==> src/rtl/seq_detector_param.sv <==
// rtl/seq_detector_param.sv - run-time configurable serial bit-pattern detector
//
// Purpose:
//   Searches a valid-qualified serial bitstream for a pattern of 1..MAX_LEN
//   bits loaded at run time. Supports overlapping or non-overlapping
//   detection and keeps a saturating match counter.
//
// Ports:
//   clk         in   rising-edge clock
//   rst         in   asynchronous active-high reset
//   din         in   serial data bit
//   din_valid   in   din is sampled only when high
//   cfg_load    in   one-cycle strobe latching pattern / pat_len / overlap_en
//   pattern     in   [MAX_LEN] pattern[pat_len-1] is the first bit received
//   pat_len     in   [LEN_W] pattern length, legal range 1..MAX_LEN
//   overlap_en  in   1 = overlapping detection, 0 = non-overlapping
//   cnt_clr     in   synchronous clear of match_count (wins over a hit)
//   match       out  registered one-cycle pulse per hit
//   match_count out  [CNT_W] saturating hit count
//   armed       out  high while a legal configuration is loaded
//   cfg_err     out  one-cycle pulse when cfg_load carries an illegal pat_len

module seq_detector_param #(
    parameter int MAX_LEN = 8,
    parameter int LEN_W   = 4,
    parameter int CNT_W   = 8
) (
    input  logic               clk,
    input  logic               rst,
    input  logic               din,
    input  logic               din_valid,
    input  logic               cfg_load,
    input  logic [MAX_LEN-1:0] pattern,
    input  logic [LEN_W-1:0]   pat_len,
    input  logic               overlap_en,
    input  logic               cnt_clr,
    output logic               match,
    output logic [CNT_W-1:0]   match_count,
    output logic               armed,
    output logic               cfg_err
);

    typedef enum logic {
        S_IDLE = 1'b0,
        S_RUN  = 1'b1
    } state_t;

    state_t               r_state;
    logic [MAX_LEN-1:0]   r_hist;
    logic [LEN_W-1:0]     r_fill;
    logic [MAX_LEN-1:0]   r_pattern;
    logic [LEN_W-1:0]     r_len;
    logic                 r_overlap;
    logic                 r_match;
    logic [CNT_W-1:0]     r_count;
    logic                 r_cfg_err;

    state_t               w_state_n;
    logic [MAX_LEN-1:0]   w_hist_shift;
    logic [LEN_W-1:0]     w_fill_inc;
    logic [MAX_LEN-1:0]   w_mask;
    logic                 w_cmp_hit;
    logic                 w_len_ok;
    logic [MAX_LEN-1:0]   w_hist_n;
    logic [LEN_W-1:0]     w_fill_n;
    logic [MAX_LEN-1:0]   w_pattern_n;
    logic [LEN_W-1:0]     w_len_n;
    logic                 w_overlap_n;
    logic                 w_hit;
    logic                 w_cfg_err_n;
    logic [CNT_W-1:0]     w_count_n;

    // Candidate history/fill as if the current din were accepted.
    assign w_hist_shift = {r_hist[MAX_LEN-2:0], din};
    assign w_fill_inc   = (r_fill >= LEN_W'(MAX_LEN)) ? r_fill : r_fill + LEN_W'(1);
    assign w_len_ok     = (pat_len != '0) && (pat_len <= LEN_W'(MAX_LEN));

    // Only the low r_len bits of history take part in the compare.
    always_comb begin
        w_mask = '0;
        for (int i = 0; i < MAX_LEN; i++) begin
            w_mask[i] = (i < int'(r_len));
        end
    end

    assign w_cmp_hit = (w_fill_inc >= r_len) &&
                       (((w_hist_shift ^ r_pattern) & w_mask) == '0);

    always_comb begin
        w_state_n   = r_state;
        w_hist_n    = r_hist;
        w_fill_n    = r_fill;
        w_pattern_n = r_pattern;
        w_len_n     = r_len;
        w_overlap_n = r_overlap;
        w_hit       = 1'b0;
        w_cfg_err_n = 1'b0;

        if (cfg_load) begin
            // A load always restarts the search; any din this cycle is dropped.
            w_hist_n = '0;
            w_fill_n = '0;
            if (w_len_ok) begin
                w_pattern_n = pattern;
                w_len_n     = pat_len;
                w_overlap_n = overlap_en;
                w_state_n   = S_RUN;
            end else begin
                w_pattern_n = '0;
                w_len_n     = '0;
                w_overlap_n = 1'b0;
                w_cfg_err_n = 1'b1;
                w_state_n   = S_IDLE;
            end
        end else if (r_state == S_RUN && din_valid) begin
            w_hist_n = w_hist_shift;
            if (w_cmp_hit) begin
                w_hit    = 1'b1;
                // Non-overlap mode discards every bit of the matched pattern.
                w_fill_n = r_overlap ? w_fill_inc : '0;
            end else begin
                w_fill_n = w_fill_inc;
            end
        end
    end

    always_comb begin
        w_count_n = r_count;
        if (cnt_clr) begin
            w_count_n = '0;
        end else if (w_hit && (r_count != {CNT_W{1'b1}})) begin
            w_count_n = r_count + CNT_W'(1);
        end
    end

    always_ff @(posedge clk or posedge rst) begin
        if (rst) begin
            r_state   <= S_IDLE;
            r_hist    <= '0;
            r_fill    <= '0;
            r_pattern <= '0;
            r_len     <= '0;
            r_overlap <= 1'b0;
            r_match   <= 1'b0;
            r_count   <= '0;
            r_cfg_err <= 1'b0;
        end else begin
            r_state   <= w_state_n;
            r_hist    <= w_hist_n;
            r_fill    <= w_fill_n;
            r_pattern <= w_pattern_n;
            r_len     <= w_len_n;
            r_overlap <= w_overlap_n;
            r_match   <= w_hit;
            r_count   <= w_count_n;
            r_cfg_err <= w_cfg_err_n;
        end
    end

    assign match       = r_match;
    assign match_count = r_count;
    assign armed       = (r_state == S_RUN);
    assign cfg_err     = r_cfg_err;

endmodule

==> config.mk <==
export PLATFORM = sky130hd
export DESIGN_NAME = seq_detector_param
export DESIGN_NICKNAME = d
export VERILOG_FILES = /design/src/rtl/seq_detector_param.sv
export SDC_FILE = /design/constraint.sdc
export NUM_CORES = 1
export LEC_CHECK = 0
export CORE_MARGIN = 3
export CORE_UTILIZATION = 47
export CTS_CLUSTER_SIZE = 28
export DETAILED_ROUTE_END_ITERATION = 8
export PLACE_DENSITY = 0.75
export SYNTH_ARGS = -nofsm -noshare
export SYNTH_HDL_FRONTEND = slang
export SYNTH_SLANG_ARGS = --single-unit
==> constraint.sdc <==
create_clock -name clk -period 2.56 [get_ports clk]
set_input_delay 0.512 -clock clk [delete_from_list [all_inputs] [get_ports clk]]
set_output_delay 0.512 -clock clk [all_outputs]
set_load 0.03 [all_outputs]
-- Yosys cells after proc, flatten, opt, wreduce, memory -nomap -nowiden
Index checks and enable logic that the tools add are counted.
- bitwise gates (word level): 2
- reductions and logical operators: 8
- muxes and demuxes: 18
- equality and inequality tests: 1
- add/subtract/negate cells: 2
- order comparisons: 11
- operators by type and width (kind ; count):
    2-to-1 mux 4 bit ; 6
    2-to-1 mux 8 bit ; 3
    less-than comparator 3 x 4 -> 1 bit, first input constant ; 4
    2-to-1 mux 7 bit ; 2
    adder 8 x 1 -> 8 bit, second input constant ; 1
    bitwise AND 8 bit ; 1
    logical NOT 8 bit ; 1
    less-than comparator 1 x 4 -> 1 bit, first input constant ; 2
    less-than comparator 2 x 4 -> 1 bit, first input constant ; 2
    inequality test 8 bit, second input constant ; 1
    bitwise XOR 8 bit ; 1
    2-to-1 mux 1 bit ; 7
    adder 4 x 1 -> 4 bit, second input constant ; 1
    greater-or-equal comparator 4 bit ; 1
    greater-or-equal comparator 4 bit, second input constant ; 1
    less-or-equal comparator 4 bit, second input constant ; 1
    logical AND 1 bit ; 4
    nonzero test 2 bit ; 2
    nonzero test 4 bit ; 1
- word-level logic and storage cells: 51
- flip-flop bits (word level): 35
- input port bits: 19

-- Longest topological paths before layout
Gate-level depths: netlist of the first run.
- word-level depth: 10
- gate-level depth with buffers: 9
- depth with buffers taken out: 9

-- Worst setup path before layout of the first run
OpenSTA, ideal clock, no wires.
- path kind: flip-flop to flip-flop
- from: reg r_fill[0]
- to: reg r_count[5] (netlist: match_count[5])
- library setup time: 0.078 ns
- stages on the path, launching flop included: 10
- period minus slack after synthesis: 2.495 ns
- setup slack: 0.065 ns
- arrival time: 2.418 ns
- cell sequence: dfrtp_1 -> inv_1 -> ha_1 -> mux2_2 -> ha_1 -> o21ai_0 -> a221oi_4 -> nand4_4 -> or4_1 -> a21oi_1
- cells in the longest elaborated chain, start to end: 9
- elaborated cells on any way between the ends: 10
- classes of those cells: add/sub (1); order compare (2); mux (4); reduce/logical (3)
- ends and longest elaborated chain (item ; RTL line ; RTL):
    start: declaration ; 50 ; logic [LEN_W-1:0] r_fill;
    start signal: assignment ; 150 ; r_fill <= w_fill_n;
    adder 4 x 1 -> 4 bit or greater-or-equal comparator 4 bit (tied branches) ; 75 ; assign w_fill_inc = (r_fill >= LEN_W'(MAX_LEN)) ? r_fill : r_fill + LEN_W'(1);
    2-to-1 mux 4 bit (*) ; 75 ;
    greater-or-equal comparator 4 bit (*) ; 86 ; assign w_cmp_hit = (w_fill_inc >= r_len) &&
    logical AND 1 bit (*) ; 86 ;
    2-to-1 mux 1 bit (*) ; 117 ; if (w_cmp_hit) begin
    2-to-1 mux 1 bit (*) ; 115 ; end else if (r_state == S_RUN && din_valid) begin
    2-to-1 mux 1 bit (*) ; 99 ; if (cfg_load) begin
    logical AND 1 bit (*) ; 131 ; end else if (w_hit && (r_count != {CNT_W{1'b1}})) begin
    nonzero test 2 bit (no line) (*) ; -- ;
    end signal: assignment ; 155 ; r_count <= w_count_n;
    end: declaration ; 55 ; logic [CNT_W-1:0] r_count;
Every way passes the cells marked *; elsewhere a longest branch is shown, timed or not.
A chain may end at the register's enable or synchronous reset.

-- Worst setup path after layout of the first run
Same ends and word-level chain as after synthesis.

==> impl_metrics.py, run 1 <==
metrics = {
    "status": {
        "status": "completed",
    },
    "synthesis": {
        "ys_types": 42,
        "yosys.cell_count.top_type": "dfrtp_1",
        "yosysSeqAreaShare_pct": 48.8,
        "synthTopCellsByCount": "dfrtp_1, a22o_1, inv_1",
        "yosysTopAreaCellShare_pct": 48.8,
        "synthTopCellsByArea": "dfrtp_1, a22o_1, ha_1",
        "synth_enable_flop_cells": 0,
        "synthFlopType": "dfrtp_1",
        "postSynthAreaPerCell_um2": 10.7,
        "syn_inst": 167,
        "synth_warnings": 0,
        "synth_seq_cells": 35,
        "synth_area_leader_cell": "dfrtp_1",
        "syn_area_um2": 1790,
        "async_reset_ff_share_pct": 100,
        "synth_fp_nets": 193,
    },
    "final_layout": {
        "stdcell_area_um2": 2300,
        "syn_to_final_growth_pct": 28.0,
        "nFillCells": 272,
        "drive_above_1_share_pct": 14.2,
        "seqCellArea_um2": 876,
        "fin_cells": 250,
        "diodes": 0,
        "nNetsFinal": 229,
        "final_util_pct": 65.7,
        "multi_input_area_um2": 902,
    },
    "critical_path": {
        "start_kind": "register",
        "reg2reg_to": "match_count[5]",
        "r2r_cells": 9,
        "crit_fanout": 5,
        "worstSetupPathType": "reg2reg",
        "worstSetupEndpointType": "register",
        "worstPathRequired_ps": 2770,
        "r2r_slack_ps": 100,
        "crit_arrival_ps": 2670,
        "rr_startpoint": "r_fill[0]",
    },
    "power": {
        "power_density_nw_per_um2": 529,
        "total_leakage_power_nw": 0.994,
        "ir_drop_uv": 496,
    },
    "place": {
        "dpl.hpwl_um": 2690,
        "dp.cells": 240,
        "routabilityCongestion": 0.810,
        "dpl_cell_area_um2": 2150,
        "port_buffers": 29,
    },
    "detailed_routing": {
        "vias_per_cell": 5.78,
        "routed_wl_um": 3860,
        "ant_nets": 0,
        "drcViolationCount": 0,
        "wl_per_cell_um": 15.5,
        "drt_iter0_drc": 75,
        "drt_pass1_iterations": 4,
        "vias": 1445,
    },
    "die": {
        "io_pins": 30,
        "fp.dieArea_um2": 4590,
        "initial_core_util_pct": 51.3,
        "die_h_um": 67.8,
        "core_um2": 3490,
        "rows": 21,
        "die_w_um": 67.8,
    },
    "timing": {
        "fmax_mhz": 406,
        "holdWs_ps": 535,
        "rsz0062_at_grt": "yes",
        "setup_viol": 0,
        "drv_slew": 0,
        "slew_headroom_pct": 35.2,
        "tightest_slew_ps": 972,
        "min_period_ps": 2460,
        "hold_viol": 0,
        "fin_skew_ps": 6.81,
        "fin_crit_sh_pct": 96.1,
    },
    "hold_path": {
        "whs_path_depth": 1,
        "hp-class": "reg2reg",
        "hold_end": "r_pattern[3]",
        "hp-start": "r_pattern[3]",
    },
    "clock_network": {
        "cts_sinks": 35,
        "root_buffer": "clkbuf_8",
        "clock_path_buffers": 2,
        "insertion_delay_ps": 280,
        "cts_tree": "yes",
        "cts_hold_buf": 0,
        "cts_made_buffers": 5,
        "clk_pin_slew_ps": 70,
        "cts-htree-levels": 2,
    },
    "global_route": {
        "track_usage_pct": 18.5,
        "grt.overflow.total": 0,
        "grt_pass1_wl_um": 6350,
        "antenna_found_initial": 0,
        "grt_pass1_vias": 1448,
        "grt_max_degree": 36,
    },
    "run": {
        "cap_violations": 0,
    },
}
-- where the power goes --
part           internal [mW]  total [mW]  switching (mW)  leakage (nW)
Combinational          0.110       0.230           0.120         0.479
Clock                  0.190       0.385           0.195        0.0412
Sequential             0.578       0.601          0.0234         0.473
Total                  0.878        1.22           0.338         0.994
-- cells in the final DEF, fill, tap and decap left out, types with 2 or more instances in the layout --
cell             count
dfrtp_1             35
a21o_1               2
o21ai_0              6
a31oi_1              2
ha_1                 5
buf_4                6
nor3_1               4
a211oi_1             3
xnor2_1              6
clkbuf_8             5
or3_1                3
clkdlybuf4s50_1     29
nor2_1               8
nand2_1              8
a22o_1              18
nand3_1              5
o22ai_1              3
o21ai_2              2
a21oi_1              6
inv_1               11
xor2_1               6
and2_1               2
-- cell type report --
type / instances / area share, %
multi-input combinational: 115 / 39.3
sequential: 35 / 38.1
timing repair buffer: 35 / 14.6
clock buffer: 6 / 3.16
tap: 46 / 2.51
inverter: 11 / 1.80
clock inverter: 2 / 0.545
-- worst max-delay path by stage --
stage	from	to	cells past startpoint
after detailed placement	r_fill[0]	match_count[5]	9
after floorplan	r_fill[0]	match_count[5]	9
after CTS	r_fill[0]	match_count[5]	9
after global placement	r_fill[0]	match_count[5]	9
after global routing	r_fill[0]	match_count[5]	9
final	r_fill[0]	match_count[5]	9
-- flip-flops by register name, indices dropped and copies added, names as in the netlist --
register and cells:
match_count 8, r_pattern 8, r_hist 7, r_fill 4, r_len 4, armed 1, cfg_err 1, match 1
r_overlap 1
-- repair_timing --
action | 4_1_cts | 5_1_grt
resized for setup | 0 | 10
buffers inserted | 0 | 1
endpoints found under the setup margin | 0 | 9
-- metrics by stage --
stage,total power [mW],setup WS [ps],setup TNS [ps]
6_report,1.22,99.2,0
5_1_grt,1.28,-17.6,-17.6
4_1_cts,1.20,14.6,0
3_5_place_dp,0.814,28.4,0
3_3_place_gp,0.809,97.2,0
2_1_floorplan,0.740,64.6,0
-- kinds of logic (layout without fill, tap and decap cells) --
logic type | after synthesis | after routing | share of synthesized area, %
AO/OA/AOI/OAI | 54 | 54 | 23.2
AND/OR/NAND/NOR | 39 | 40 | 12.3
flip-flops | 35 | 35 | 48.8
buffers and inverters | 18 | 54 | 3.77
XOR/XNOR | 12 | 12 | 5.86
adder cells (fa/ha/maj) | 7 | 7 | 4.88
multiplexers | 2 | 2 | 1.26
-- worst max-delay path, stage by stage, from the launching register on --
cell and delay (ps):
dfrtp_1 350, inv_1 50, ha_1 280, mux2_4 300, ha_4 260, o21ai_2 60
a221oi_4 350, nand4_4 160, or4_4 440, a21oi_2 130
-- routing by layer --
metal | vias to the layer above | wire length [um] | global-route usage, %
met3 | 8 | 206 | 3.16
met2 | 40 | 1860 | 31.1
li1 | 686 | - | -
met5 | - | 0 | 0
met1 | 711 | 1710 | 22.9
met4 | 0 | 81 | 9.18
No activity file was read; power rests on OpenSTA's default activity.
==> run 2, diff against run 1 <==
--- a/config.mk
+++ b/config.mk
@@ -7,9 +7,11 @@
 export LEC_CHECK = 0
 export CORE_MARGIN = 3
 export CORE_UTILIZATION = 47
+export CTS_CLUSTER_DIAMETER = 150
 export CTS_CLUSTER_SIZE = 28
 export DETAILED_ROUTE_END_ITERATION = 8
 export PLACE_DENSITY = 0.75
+export REMOVE_ABC_BUFFERS = 1
 export SYNTH_ARGS = -nofsm -noshare
 export SYNTH_HDL_FRONTEND = slang
 export SYNTH_SLANG_ARGS = --single-unit
==> run 2 against run 1 <==
Sequential power about the same. Final cell count unchanged. Clock-buffer cell count unchanged. Critical path type unchanged. Critical endpoint unchanged. Highest routed layer unchanged.
==> impl_metrics.py, run 2 (synthesis gave the netlist of run 1 again) <==
metrics = {
    "final_layout": {
        "syn_to_final_growth_pct": 29.1,
        "drive_above_1_share_pct": 14.2,
        "final_common_cell": "dfrtp_1",
        "nFillCells": 280,
        "fin_cells": 250,
        "nNetsFinal": 229,
        "diodes": 0,
        "final_util_pct": 66.3,
        "stdcell_area_um2": 2320,
        "layout.cells.most_common_list": "dfrtp_1, clkdlybuf4s50_1, a22o_1",
    },
    "clock_network": {
        "clock_path_buffers": 2,
        "cts_sinks": 35,
        "cts-htree-levels": 2,
        "cts_tree": "yes",
        "clk_pin_slew_ps": 70,
        "cts_made_buffers": 5,
        "root_buffer": "clkbuf_8",
        "insertion_delay_ps": 280,
    },
    "timing": {
        "tns_ps": 0,
        "slew_headroom_pct": 41.1,
        "fin_skew_ps": 5.21,
        "tightest_slew_ps": 883,
        "setup_viol": 0,
        "min_period_ps": 2470,
        "hold_viol": 0,
        "fmax_mhz": 405,
        "rsz0062_at_grt": "yes",
        "fin_crit_sh_pct": 96.4,
        "drv_slew": 0,
    },
    "power": {
        "total_leakage_power_nw": 1.02,
        "combPwrFrac_pct": 16.6,
        "clkPwrFrac_pct": 38.4,
        "switching_share_pct": 25.3,
        "ir_drop_uv": 445,
        "p_int_mw": 0.999,
        "p_sw_mw": 0.338,
        "power_density_nw_per_um2": 577,
        "sequentialPowerShare_pct": 45.1,
        "total_power_mw": 1.34,
    },
    "critical_path": {
        "start_kind": "register",
        "worstPathRequired_ps": 2720,
        "rr_startpoint": "r_fill[0]",
        "critPathLaunch": "r_fill[0]",
        "r2r_cells": 10,
        "reg2reg_to": "match_count[5]",
        "crit_arrival_ps": 2630,
        "worstSetupPathType": "reg2reg",
        "crit_fanout": 5,
        "r2r_slack_ps": 90,
        "worstSetupEndpointType": "register",
    },
    "status": {
        "status": "completed",
    },
    "die": {
        "initial_core_util_pct": 51.3,
        "die_h_um": 67.8,
        "fp.dieArea_um2": 4590,
        "rows": 21,
        "io_pins": 30,
        "core_um2": 3490,
        "die_w_um": 67.8,
    },
    "detailed_routing": {
        "ant_nets": 0,
        "routed_wl_um": 3970,
        "drt_pass1_iterations": 4,
        "vias_per_cell": 5.82,
        "vias": 1454,
        "drt_iter0_drc": 75,
        "wl_per_cell_um": 15.9,
        "drcViolationCount": 0,
    },
    "place": {
        "port_buffers": 29,
        "routabilityCongestion": 0.751,
        "dpl.hpwl_um": 2850,
        "dpl_cell_area_um2": 2150,
        "dp.cells": 240,
    },
    "run": {
        "cap_violations": 0,
    },
    "global_route": {
        "antenna_found_initial": 0,
        "grt_pass1_vias": 1353,
        "grt_max_degree": 36,
        "grt.overflow.total": 0,
        "track_usage_pct": 18.7,
        "grt_pass1_wl_um": 6310,
    },
    "hold_path": {
        "hp-class": "reg2reg",
        "hold_end": "r_hist[6]",
        "hp-start": "r_hist[6]",
        "whs_path_depth": 1,
    },
}
-- run 2: worst max-delay path, stage by stage, from the launching register on --
cell,delay [ps]
dfrtp_1,350
inv_1,50
ha_1,270
mux2_2,270
ha_1,290
o21ai_2,70
a221oi_4,340
buf_4,170
nand4_2,140
o31ai_1,310
a21oi_2,90
-- run 2: final cells by class --
type	instances	area (um^2)	area share, %
multi-input cells	115	888	38.4
flip-flops and latches	35	876	37.8
repair buffers	35	335	14.5
clock buffers	6	82.6	3.57
well taps	46	57.6	2.49
inverters	11	41.3	1.78
clock inverters	2	35.0	1.51
-- run 2: how the worst max path moves through the flow --
| stage | end | slack (ps) | cells after the start |
|---|---|---|---|
| floorplan | match_count[5] | 60 | 9 |
| global placement | match_count[5] | 110 | 9 |
| detailed placement | match_count[5] | 20 | 9 |
| CTS | match_count[5] | 0.7 | 9 |
| global route | match_count[5] | -20 | 9 |
| finish | match_count[5] | 90 | 10 |
-- run 2: per-layer routing --
metal  vias to the layer above  share of wire, %  global-route usage [%]
met1                       732                43                    23.1
met3                         8               3.2                    5.32
met2                        26                52                    31.1
met4                         0               1.6                    6.45
li1                        688                 -                       -
met5                         -                 0                       0
-- run 2: through the flow --
step	hold WS (ps)	worst slack (ps)
after global placement	506	109
after floorplan	485	64.8
final	530	93.1
after global routing	563	-20.9
after detailed placement	511	17.9
after CTS	536	0.722
-- run 2: repair_timing --
action,in CTS,in global routing
buffers inserted,0,1
hold endpoints to repair,0,0
hold buffers,0,0
endpoints found under the setup margin,0,9
resized for setup,0,10
-- run 2: power groups by stage --
stage / combinational, mW / clock [mW] / sequential, mW
detailed placement: 0.203 / 0 / 0.613
global placement: 0.198 / 0 / 0.611
CTS: 0.206 / 0.519 / 0.602
floorplan: 0.118 / 0 / 0.617
global route: 0.242 / 0.550 / 0.606
finish: 0.221 / 0.513 / 0.603
